`src/rtl/cpu_mem_pkg.sv`:
```
// Shared types and default bus widths for the CPU memory subsystem.
package cpu_mem_pkg;

  localparam int CPU_AWIDTH = 16;
  localparam int CPU_DWIDTH = 16;

  typedef enum logic {
    IDLE,
    ACK
  } arb_state_t;

endpackage

```
`src/rtl/cpu_mem_arbiter.sv`:
```
// Single-port SRAM arbiter: CPU has absolute priority, host uses idle cycles
// through a req/ack handshake. Also drives the CPU reset for host halt.
module cpu_mem_arbiter
  import cpu_mem_pkg::*;
#(
  parameter int AWIDTH       = CPU_AWIDTH,
  parameter int DWIDTH       = CPU_DWIDTH,
  parameter int STARVE_LIMIT = 64
) (
  input  logic              clk,
  input  logic              rst_n,
  input  logic [AWIDTH-1:0] cpu_raddr,
  input  logic              cpu_re,
  output logic [DWIDTH-1:0] cpu_rdata,
  input  logic [AWIDTH-1:0] cpu_waddr,
  input  logic [DWIDTH-1:0] cpu_wdata,
  input  logic              cpu_we,
  output logic              cpu_rst,
  input  logic              host_req,
  input  logic              host_we,
  input  logic [AWIDTH-1:0] host_addr,
  input  logic [DWIDTH-1:0] host_wdata,
  output logic              host_ack,
  output logic [DWIDTH-1:0] host_rdata,
  input  logic              host_halt,
  output logic              host_starve,
  output logic              proto_err,
  output logic              mem_en,
  output logic              mem_we,
  output logic [AWIDTH-1:0] mem_addr,
  output logic [DWIDTH-1:0] mem_wdata,
  input  logic [DWIDTH-1:0] mem_rdata
);

  localparam logic [7:0] LIMIT = 8'(STARVE_LIMIT);

  arb_state_t state;
  logic       cpu_acc;
  logic       host_issue;
  logic       host_rd_q;
  logic [7:0] starve_cnt;
  logic [7:0] starve_nxt;

  always_comb begin
    cpu_acc    = cpu_re | cpu_we;
    host_issue = (state == IDLE) && host_req && !cpu_acc;
  end

  assign cpu_rdata = mem_rdata;

  // Read data is only meaningful in the ack cycle of a host read; zero otherwise.
  assign host_rdata = (host_ack && host_rd_q) ? mem_rdata : '0;

  always_comb begin
    mem_en    = 1'b0;
    mem_we    = 1'b0;
    mem_addr  = cpu_raddr;
    mem_wdata = cpu_wdata;
    if (cpu_we) begin
      mem_en   = 1'b1;
      mem_we   = 1'b1;
      mem_addr = cpu_waddr;
    end else if (cpu_re) begin
      mem_en = 1'b1;
    end else if (host_issue) begin
      mem_en    = 1'b1;
      mem_we    = host_we;
      mem_addr  = host_addr;
      mem_wdata = host_wdata;
    end
    if (!rst_n) begin
      mem_en = 1'b0;
      mem_we = 1'b0;
    end
  end

  // Counter holds during ACK so an in-flight access does not reset the history.
  always_comb begin
    starve_nxt = starve_cnt;
    if ((state == IDLE) && host_req && cpu_acc) begin
      starve_nxt = (starve_cnt == 8'hFF) ? starve_cnt : starve_cnt + 8'd1;
    end else if (host_issue || !host_req) begin
      starve_nxt = '0;
    end
  end

  always_ff @(posedge clk or negedge rst_n) begin
    if (!rst_n) begin
      state       <= IDLE;
      host_ack    <= 1'b0;
      host_rd_q   <= 1'b0;
      starve_cnt  <= '0;
      host_starve <= 1'b0;
      proto_err   <= 1'b0;
    end else begin
      host_ack <= 1'b0;
      case (state)
        IDLE: begin
          if (host_issue) begin
            state     <= ACK;
            host_ack  <= 1'b1;
            host_rd_q <= !host_we;
          end
        end
        ACK: state <= IDLE;
      endcase
      starve_cnt  <= starve_nxt;
      host_starve <= (starve_nxt >= LIMIT);
      if (cpu_re && cpu_we) proto_err <= 1'b1;
    end
  end

  always_ff @(posedge clk or negedge rst_n) begin
    if (!rst_n) cpu_rst <= 1'b1;
    else        cpu_rst <= host_halt;
  end

endmodule

```
`config.mk`:
```
export PLATFORM = sky130hd
export DESIGN_NAME = cpu_mem_arbiter
export DESIGN_NICKNAME = d
export VERILOG_FILES = /design/src/rtl/cpu_mem_pkg.sv /design/src/rtl/cpu_mem_arbiter.sv
export SDC_FILE = /design/constraint.sdc
export NUM_CORES = 1
export LEC_CHECK = 0
export CAP_MARGIN = 40
export CORE_MARGIN = 1
export CORE_UTILIZATION = 28
export DETAILED_ROUTE_END_ITERATION = 8
export GPL_ROUTABILITY_DRIVEN = 0
export PLACE_DENSITY = 0.94
export SLEW_MARGIN = 10
export SYNTH_ARGS = -nofsm -noshare
export SYNTH_HDL_FRONTEND = slang
export SYNTH_SLANG_ARGS = --single-unit
```
`constraint.sdc`:
```
create_clock -name clk -period 4.2 [get_ports clk]
set_input_delay 0.63 -clock clk [delete_from_list [all_inputs] [get_ports clk]]
set_output_delay 0.63 -clock clk [all_outputs]
set_load 0.01 [all_outputs]
```
==> impl_metrics.tcl, run 1 <==
set metrics [dict create \
    path_buf_inv 3 \
    core_area_um2 4500 \
    cp-start-kind "input port" \
    p_comb_share_pct 51.1 \
    die_w_um 71.6 \
    met2WireLength_mm 2.95 \
    cts_sinks 13 \
    initial_core_util_pct 30.1 \
    slew_headroom_pct 59.3 \
    wl_per_cell_um 15.5 \
    drt_wl_total_mm 5.59 \
    end_kind "output port" \
    grt-ovfl-total 0 \
    yosysTopAreaCellShare_pct 22.2 \
    seqPwrFrac_pct 28.5 \
    m1WireLength_mm 2.13 \
    place_inst 357 \
    async_flop_share_pct 100 \
    synth_edf_count 0 \
    gr-usage-all-layers_pct 20.9 \
    power.internal_w 0.000390 \
    layout.cells.non_filler 361 \
    htree_levels 1 \
    yosys_warnings 0 \
    drt_iter0_markers 33 \
    post_cts_buffers 0 \
    portBuffers 172 \
    vias 1813 \
    netlist_top_cells_count "18 x a21o_1, 18 x and3_1, 16 x a22o_1, 16 x buf_4, 15 x mux2_2" \
    max_stage_delay_ns 0.50 \
    maxCapViolations 0 \
    status "finished, final reports clean" \
    viasPerCell 5.02 \
    wl_met3_um 480 \
    drtAntennaViolNets 0 \
    syn2layout_area_growth_pct 124 \
    crit_family "buffers and inverters" \
    avgSynthCellArea_um2 8.69 \
    die_height_um 71.6 \
    diodes 0 \
    die_area_um2 5120 \
    netlist_top_cells_area "dfrtp_1 22%, mux2_2 12%, a22o_1 10%, a21o_1 10%, buf_4 8.9%" \
    switching_power_w 0.000151 \
    drc_errors 0 \
    critPathRequiredTime_ns 3.57 \
    synthDistinctLibCells 35 \
    antenna_found_initial 0 \
    holdBufCountCts 0 \
    seq_area_frac_synth_pct 24.1 \
    crit_chain "clkdlybuf4s50_1, or2_2, nor2_2, buf_4, mux2_2, clkdlybuf4s50_1" \
    power.share.switching_pct 27.9 \
    grt_first_pass_wirelength_mm 8.48 \
    n_fill_cell 378 \
    total_leakage_power_nw 1.31 \
    cts_root_buf "clkbuf_8" \
    finalCritPeriodShare_pct 82.9 \
    top_layer "met4" \
    critical_path.slowest_cell "clkdlybuf4s50_1" \
    p_clk_share_pct 20.4 \
    drive_gt1_share_pct 8.09 \
    path_class "in -> out" \
    dr.pass1.iters 6 \
    critPathMaxFanout 36 \
    fin_nets 414 \
    ios 173 \
    clockBufferDepth 2 \
    fp-row-count 24 \
    syn_nets 260 \
    hold_class "reg -> reg" \
    finalSetupTns_ns 0 \
    synth_area_um2 1360 \
    yosys_most_used_dff "dfrtp_1" \
    grt_start_max_net_pins 37 \
    finalHoldViolations 0 \
    worst_pin_slew_ns 0.609 \
    cts_tree "done" \
    path_clk_slew_ns 0.05 \
    layout_min_cycle_time_ns 3.48 \
    syn_inst 156 \
    fin_worst_skew_ns 0.00116 \
    rsz0062_at_grt "false" \
    ir_worst_vdd_mv 0.151 \
    cpMostUsedCell "clkdlybuf4s50_1" \
    drv_slew 0 \
    power_w 0.000540 \
    clkLatencyLatePin_ns 0.24 \
    critPathArrivalTime_ns 2.85 \
    synth_top_area_cell "dfrtp_1" \
    setup_viol 0 \
    dp_hpwl_mm 4.58 \
    cts_made_buffers 3 \
    max_freq_ghz 0.287 \
    yosys_register_bits 13 \
    cts-resized-gates 0 \
    grt_pass1_vias 1806 \
    p_per_area_nw_per_um2 178 \
]
## power groups by stage
| stage | Combinational (W) | Clock, W | Sequential, W |
|---|---|---|---|
| finish | 0.000276 | 0.000110 | 0.000154 |
| global route | 0.000295 | 0.000120 | 0.000156 |
| CTS | 0.000278 | 0.000113 | 0.000154 |
| detailed placement | 0.000276 | 0 | 0.000156 |
| global placement | 0.000270 | 0 | 0.000155 |
| floorplan | 0.000105 | 0 | 0.000149 |
## worst reg2reg max path: cells and delay by family (launching register included)
kind               cells  cell delay, ns
DFF                    1            0.55
and+or+nand+nor        3            0.92
AOI/OAI and AO/OA      1            0.35
## cells in the final DEF, fill, tap and decap left out, types with 3 or more instances in the layout
cell type,netlist,routed
o211ai_1,3,3
nand3_1,9,9
clkbuf_8,0,3
mux2_2,15,15
dfrtp_1,12,12
and3_1,18,18
clkdlybuf4s50_1,0,172
nand2_1,5,5
nor2_1,5,5
a22o_1,16,16
o21ai_0,3,3
buf_4,16,3
a21oi_1,4,4
a21o_1,18,18
## stage by stage
| step | hold slack, ns | area, um^2 | setup WS (ns) | utilization, % |
|---|---|---|---|---|
| finish | 0.459 | 3040 | 0.719 | 67.4 |
| global route | 0.482 | 3040 | 0.616 | 67.4 |
| CTS | 0.465 | 3040 | 0.718 | 67.4 |
| detailed placement | 0.448 | 2990 | 0.721 | 66.4 |
| global placement | 0.439 | 2990 | 0.731 | 66.3 |
| floorplan | 0.334 | 1360 | 1.75 | - |
## logic make-up after synthesis
group | share of synthesized area, %
and+or+nand+nor | 20.1
buffers and inverters | 13.2
DFF | 24.1
AOI/OAI and AO/OA | 28.3
muxes | 13.3
adders and majority gates | 0.923
## worst paths after layout
| check | end | slack (ns) | startpoint | cells past startpoint |
|---|---|---|---|---|
| worst min-delay path | proto_err | 0.46 | proto_err | 1 |
| min in group asynchronous | async pin | 0.77 | rst_n | 1 |
| worst max-delay path | mem_wdata[5] | 0.72 | cpu_re | 6 |
| worst max register to register | host_starve | 2.26 | host_ack | 4 |
| worst min register to register | proto_err | 0.46 | proto_err | 1 |
| max in group asynchronous | async pin | 3.03 | rst_n | 1 |
## layer usage
layer / global-route usage (%) / up-vias
li1: - / 882
met1: 23.6 / 827
met2: 41.5 / 100
met3: 3.66 / 4
met4: 3.27 / 0
met5: 0 / -
## cell type report
cell class	instances	area, um^2	share of cell area [%]
Clock buffer	4	45.0	1.48
Inverter	2	7.51	0.247
Multi-Input combinational cell	115	850	28.0
Sequential cell	13	327	10.7
Tap cell	52	65.1	2.14
Timing Repair Buffer	175	1740	57.4
No activity file was read; power rests on OpenSTA's default activity.
==> inputs of run 2 (changes only) <==
- CORE_UTILIZATION: 28 -> 23
- PLACE_DENSITY: 0.94 -> 0.84
- clock period: 4.2 -> 3 ns (I/O delays scaled with it)
==> run 2 against run 1 <==
Effect of this change:
- count of clock-buffer cells in the layout unchanged
- die area rose by 21%
- register-to-register slack lost 1.1 ns
- wire length grew 10%
- hold slack got worse by 0.038 ns
- cell area is 3.7% higher
- combinational power increased by 46%
- sequential share of layout area decreased by 0.38 points
- critical endpoint is now mem_wdata[1]
- highest routed layer unchanged
==> impl_metrics.tcl, run 2 (synthesized netlist as in run 1, its figures left out) <==
set metrics [dict create \
    grt-ovfl-total 0 \
    critical_path.slowest_cell "clkdlybuf4s50_1" \
    holdWs_ns 0.421 \
    cts_made_buffers 3 \
    max_freq_ghz 0.346 \
    final_common_cell "clkdlybuf4s50_1" \
    grt_first_pass_wirelength_mm 9.08 \
    n_fill_cell 508 \
    max_stage_delay_ns 0.50 \
    vias 1868 \
    dr.pass1.iters 4 \
    cts_root_buf "clkbuf_8" \
    maxCapViolations 0 \
    p_per_area_nw_per_um2 245 \
    die_w_um 78.8 \
    critPathArrivalTime_ns 2.44 \
    layout_common_cells "172 x clkdlybuf4s50_1, 18 x a21o_1, 18 x and3_1" \
    fin_nets 421 \
    cts_sinks 13 \
    viasPerCell 4.81 \
    clockBufferDepth 2 \
    finalSetupTns_ns 0 \
    place_inst 383 \
    switching_power_w 0.000219 \
    clkLatencyLatePin_ns 0.25 \
    crit_family "buffers and inverters" \
    critPathMaxFanout 18 \
    core_area_um2 5610 \
    p_clk_share_pct 20.2 \
    setup_viol 0 \
    die_area_um2 6200 \
    cpMostUsedCell "clkdlybuf4s50_1" \
    drtAntennaViolNets 0 \
    critPathRequiredTime_ns 2.55 \
    cp-start-kind "input port" \
    initial_core_util_pct 24.2 \
    grt_pass1_vias 1791 \
    slew_headroom_pct 72.0 \
    ios 173 \
    htree_levels 1 \
    hold_class "in -> async" \
    layout_min_cycle_time_ns 2.89 \
    ir_worst_vdd_mv 0.270 \
    layout.cells.non_filler 388 \
    gr-usage-all-layers_pct 18.6 \
    end_kind "output port" \
    drv_slew 0 \
    antenna_found_initial 0 \
    path_buf_inv 3 \
    power.internal_w 0.000555 \
    drc_errors 0 \
    multi_input_area_um2 855 \
    drive_gt1_share_pct 10.1 \
    post-place-ws_ns -0.0409 \
    p_comb_share_pct 52.2 \
    rsz0062_at_grt "false" \
    die_height_um 78.8 \
    path_clk_slew_ns 0.06 \
    wl_per_cell_um 15.9 \
    status "finished, final reports clean" \
    drt_wl_total_mm 6.17 \
    finalHoldViolations 0 \
    finalCritPeriodShare_pct 96.4 \
    crit_chain "clkdlybuf4s50_1, or2_2, nor2_4, buf_12, mux2_2, clkdlybuf4s50_1" \
    seqPwrFrac_pct 27.6 \
    drt_iter0_markers 41 \
    worst_slack_ns 0.108 \
    seqCellArea_um2 327 \
    syn2layout_area_growth_pct 133 \
    path_class "in -> out" \
    portBuffers 172 \
    grt_start_max_net_pins 37 \
    power.share.switching_pct 28.3 \
    worst_pin_slew_ns 0.418 \
    fin_worst_skew_ns 0.00749 \
    cts_tree "done" \
    dp_hpwl_mm 4.99 \
    fp-row-count 27 \
    power_w 0.000773 \
    diodes 0 \
    total_leakage_power_nw 1.35 \
]
[run 2: changes by cell type in the layout (fill, tap and decap cells not counted)]
cell and change:
clkbuf_16 +1, nor2_4 +1, nor2_2 -1, buf_4 +5, buf_12 +1
[run 2: what timing repair did]
action | CTS | global route
buffers inserted | 0 | 0
hold buffers | 0 | 0
resized for setup | 1 | 3
setup endpoints to repair | 17 | 21
gates cloned | 0 | 1
[run 2: stage by stage]
step,area (um^2),utilization (%)
floorplan,1360,-
global placement,3060,54.5
detailed placement,3060,54.6
CTS,3110,55.5
global route,3150,56.2
finish,3150,56.2
[run 2: cell type report]
class	count	share of cell area, %
clock buffers	4	1.43
multi-input cells	115	27.1
flip-flops and latches	13	10.4
well taps	72	2.86
repair buffers	182	58.0
inverters	2	0.238
[run 2: power by group through the flow]
stage                     Combinational (W)  Sequential (W)  Clock, W
after global placement             0.000390        0.000215         0
after floorplan                    0.000147        0.000208         0
after CTS                          0.000401        0.000213  0.000158
after detailed placement           0.000397        0.000216         0
after global routing               0.000430        0.000218  0.000165
final                              0.000404        0.000213  0.000156
[run 2: worst paths after layout]
check | slack, ns | from | endpoint | depth (start not counted)
setup reg to reg | 1.11 | starve_cnt[0] | flop | 5
max in group asynchronous | 2.15 | rst_n | starve_cnt[7] | 2
min in group clk | 0.46 | proto_err | proto_err | 1
setup / recovery | 0.11 | cpu_re | mem_wdata[1] | 6
hold reg to reg | 0.46 | proto_err | proto_err | 1
hold / removal | 0.42 | rst_n | proto_err | 1
[run 2: per-layer routing]
metal | vias to the layer above | track usage [%] | wire length, um
li1 | 894 | - | -
met1 | 876 | 23.9 | 2440
met2 | 92 | 32.0 | 3160
met3 | 6 | 3.91 | 503
met4 | 0 | 3.70 | 63
met5 | - | 0 | 0
==> inputs of run 3 (changes only) <==
- CORE_AREA: unset -> 4 4 64 66
- CORE_MARGIN: 1 -> unset
- CORE_UTILIZATION: 23 -> unset
- DIE_AREA: unset -> 0 0 68 70
- DONT_BUFFER_PORTS: unset -> 1
- PLACE_DENSITY: 0.84 -> 0.61
==> run 3 against run 2 <==
Effect of this change:
- sequential cell count stayed put
- wire length is 23% lower
- sequential power hardly changed
- combinational power is 65% lower
- critical path type is now reg -> out
- critical endpoint unchanged
==> impl_metrics.tcl, run 3 (synthesized netlist as in run 1, its figures left out) <==
set metrics [dict create \
    status "finished, final reports clean" \
    path_clk_slew_ns 0.08 \
    clockBufferDepth 2 \
    viasPerCell 6.65 \
    die_area_um2 4760 \
    critPathMaxFanout 36 \
    fin_worst_skew_ns 0.00256 \
    drt_wl_total_mm 4.74 \
    worst_pin_slew_ns 0.624 \
    die_w_um 68 \
    drv_slew 0 \
    cts_sinks 13 \
    seqPwrFrac_pct 45.8 \
    hold_class "in -> reg" \
    initial_core_util_pct 37.9 \
    grt_start_max_net_pins 37 \
    p_clk_share_pct 24.3 \
    fp-row-count 22 \
    fin_nets 243 \
    total_leakage_power_nw 0.644 \
    setup_viol 0 \
    layout_min_cycle_time_ns 2.36 \
    drt_iter0_markers 47 \
    cts_tree "done" \
    r2r_slack_ns 1.13 \
    diodes 0 \
    post_cts_buffers 0 \
    finalHoldViolations 0 \
    dp_hpwl_mm 3.95 \
    syn2layout_area_growth_pct -3.88 \
    vias 1236 \
    path_class "reg -> out" \
    core_area_um2 3580 \
    clkLatencyLatePin_ns 0.28 \
    critPathArrivalTime_ns 1.91 \
    gr-usage-all-layers_pct 18.0 \
    critPathRequiredTime_ns 2.55 \
    drc_errors 0 \
    grt_pass1_vias 1260 \
    dr.pass1.iters 4 \
    wl_per_cell_um 25.5 \
    switching_power_w 0.000164 \
    worst_slack_ns 0.636 \
    htree_levels 1 \
    p_comb_share_pct 30.0 \
    grt-ovfl-total 0 \
    ios 173 \
    n_fill_cell 375 \
    finalSetupTns_ns 0 \
    die_height_um 70 \
    cts-resized-gates 0 \
    power_w 0.000466 \
    end_kind "output port" \
    power.share.switching_pct 35.3 \
    rsz0062_at_grt "false" \
    finalCritPeriodShare_pct 78.8 \
    drive_gt1_share_pct 18.1 \
    cp-start-kind "flop" \
    ir_worst_vdd_mv 0.129 \
    p_per_area_nw_per_um2 358 \
    seqCellArea_um2 327 \
    grt_first_pass_wirelength_mm 6.58 \
    wl_met3_um 525 \
    layout_common_cells "18 x a21o_1, 18 x and3_1, 16 x a22o_1" \
    cts_root_buf "clkbuf_4" \
    power.internal_w 0.000301 \
    met2WireLength_mm 2.49 \
    portBuffers 0 \
    drtAntennaViolNets 0 \
    post-place-ws_ns 0.824 \
    top_layer "met4" \
    cts_made_buffers 3 \
    multi_input_area_um2 850 \
    max_freq_ghz 0.423 \
    slew_headroom_pct 58.3 \
    antenna_found_initial 0 \
    m1WireLength_mm 1.67 \
    maxCapViolations 0 \
]
[run 3: path summary, 6_finish.rpt]
path / start / endpoint / cells past startpoint
worst max-delay path: host_ack / mem_wdata[1] / 4
worst min-delay path: host_halt / cpu_rst / 0
worst max register to register: starve_cnt[0] / flop / 5
worst min register to register: proto_err / proto_err / 1
min in group asynchronous: rst_n / host_rd_q / 1
max in group asynchronous: rst_n / async pin / 1
[run 3: routing by layer]
layer  GRT usage (%)  vias to the layer above
li1                -                      535
met1            19.4                      584
met2            33.2                      109
met3            5.63                        8
met4            3.97                        0
met5               0                        -
[run 3: area by class of cell]
type / instances / share of cell area (%)
clock buffers: 4 / 2.02
multi-input cells: 115 / 65.2
flip-flops and latches: 13 / 25.1
repair buffers: 4 / 2.50
well taps: 48 / 4.61
inverters: 2 / 0.576
[run 3: through the flow]
stage / hold WS, ns / cells / util (%) / instance area, um^2
after floorplan: 0.154 / 156 / - / 1360
after global placement: 0.155 / 180 / 35.2 / 1260
after detailed placement: 0.155 / 180 / 35.2 / 1260
after CTS: 0.147 / 185 / 36.2 / 1290
after global routing: 0.137 / 186 / 36.4 / 1300
final: 0.154 / 186 / 36.4 / 1300
[run 3: power groups by stage]
stage	clock network [W]	registers (W)	logic, W
2_1_floorplan	0	0.000208	0.000147
3_3_place_gp	0	0.000215	0.000132
5_1_grt	0.000128	0.000218	0.000154
3_5_place_dp	0	0.000217	0.000134
4_1_cts	0.000115	0.000213	0.000139
6_report	0.000113	0.000213	0.000140
[run 3: what timing repair did]
item                                   CTS  global route
setup endpoints to repair                0             0
endpoints found under the hold margin   13             0
hold buffers                             1             0
[run 3: critical path, cell delays in order (launching register included)]
cell	delay, ns
dfrtp_1	0.38
nand2b_1	0.27
nor2_2	0.17
buf_4	0.38
mux2_2	0.43
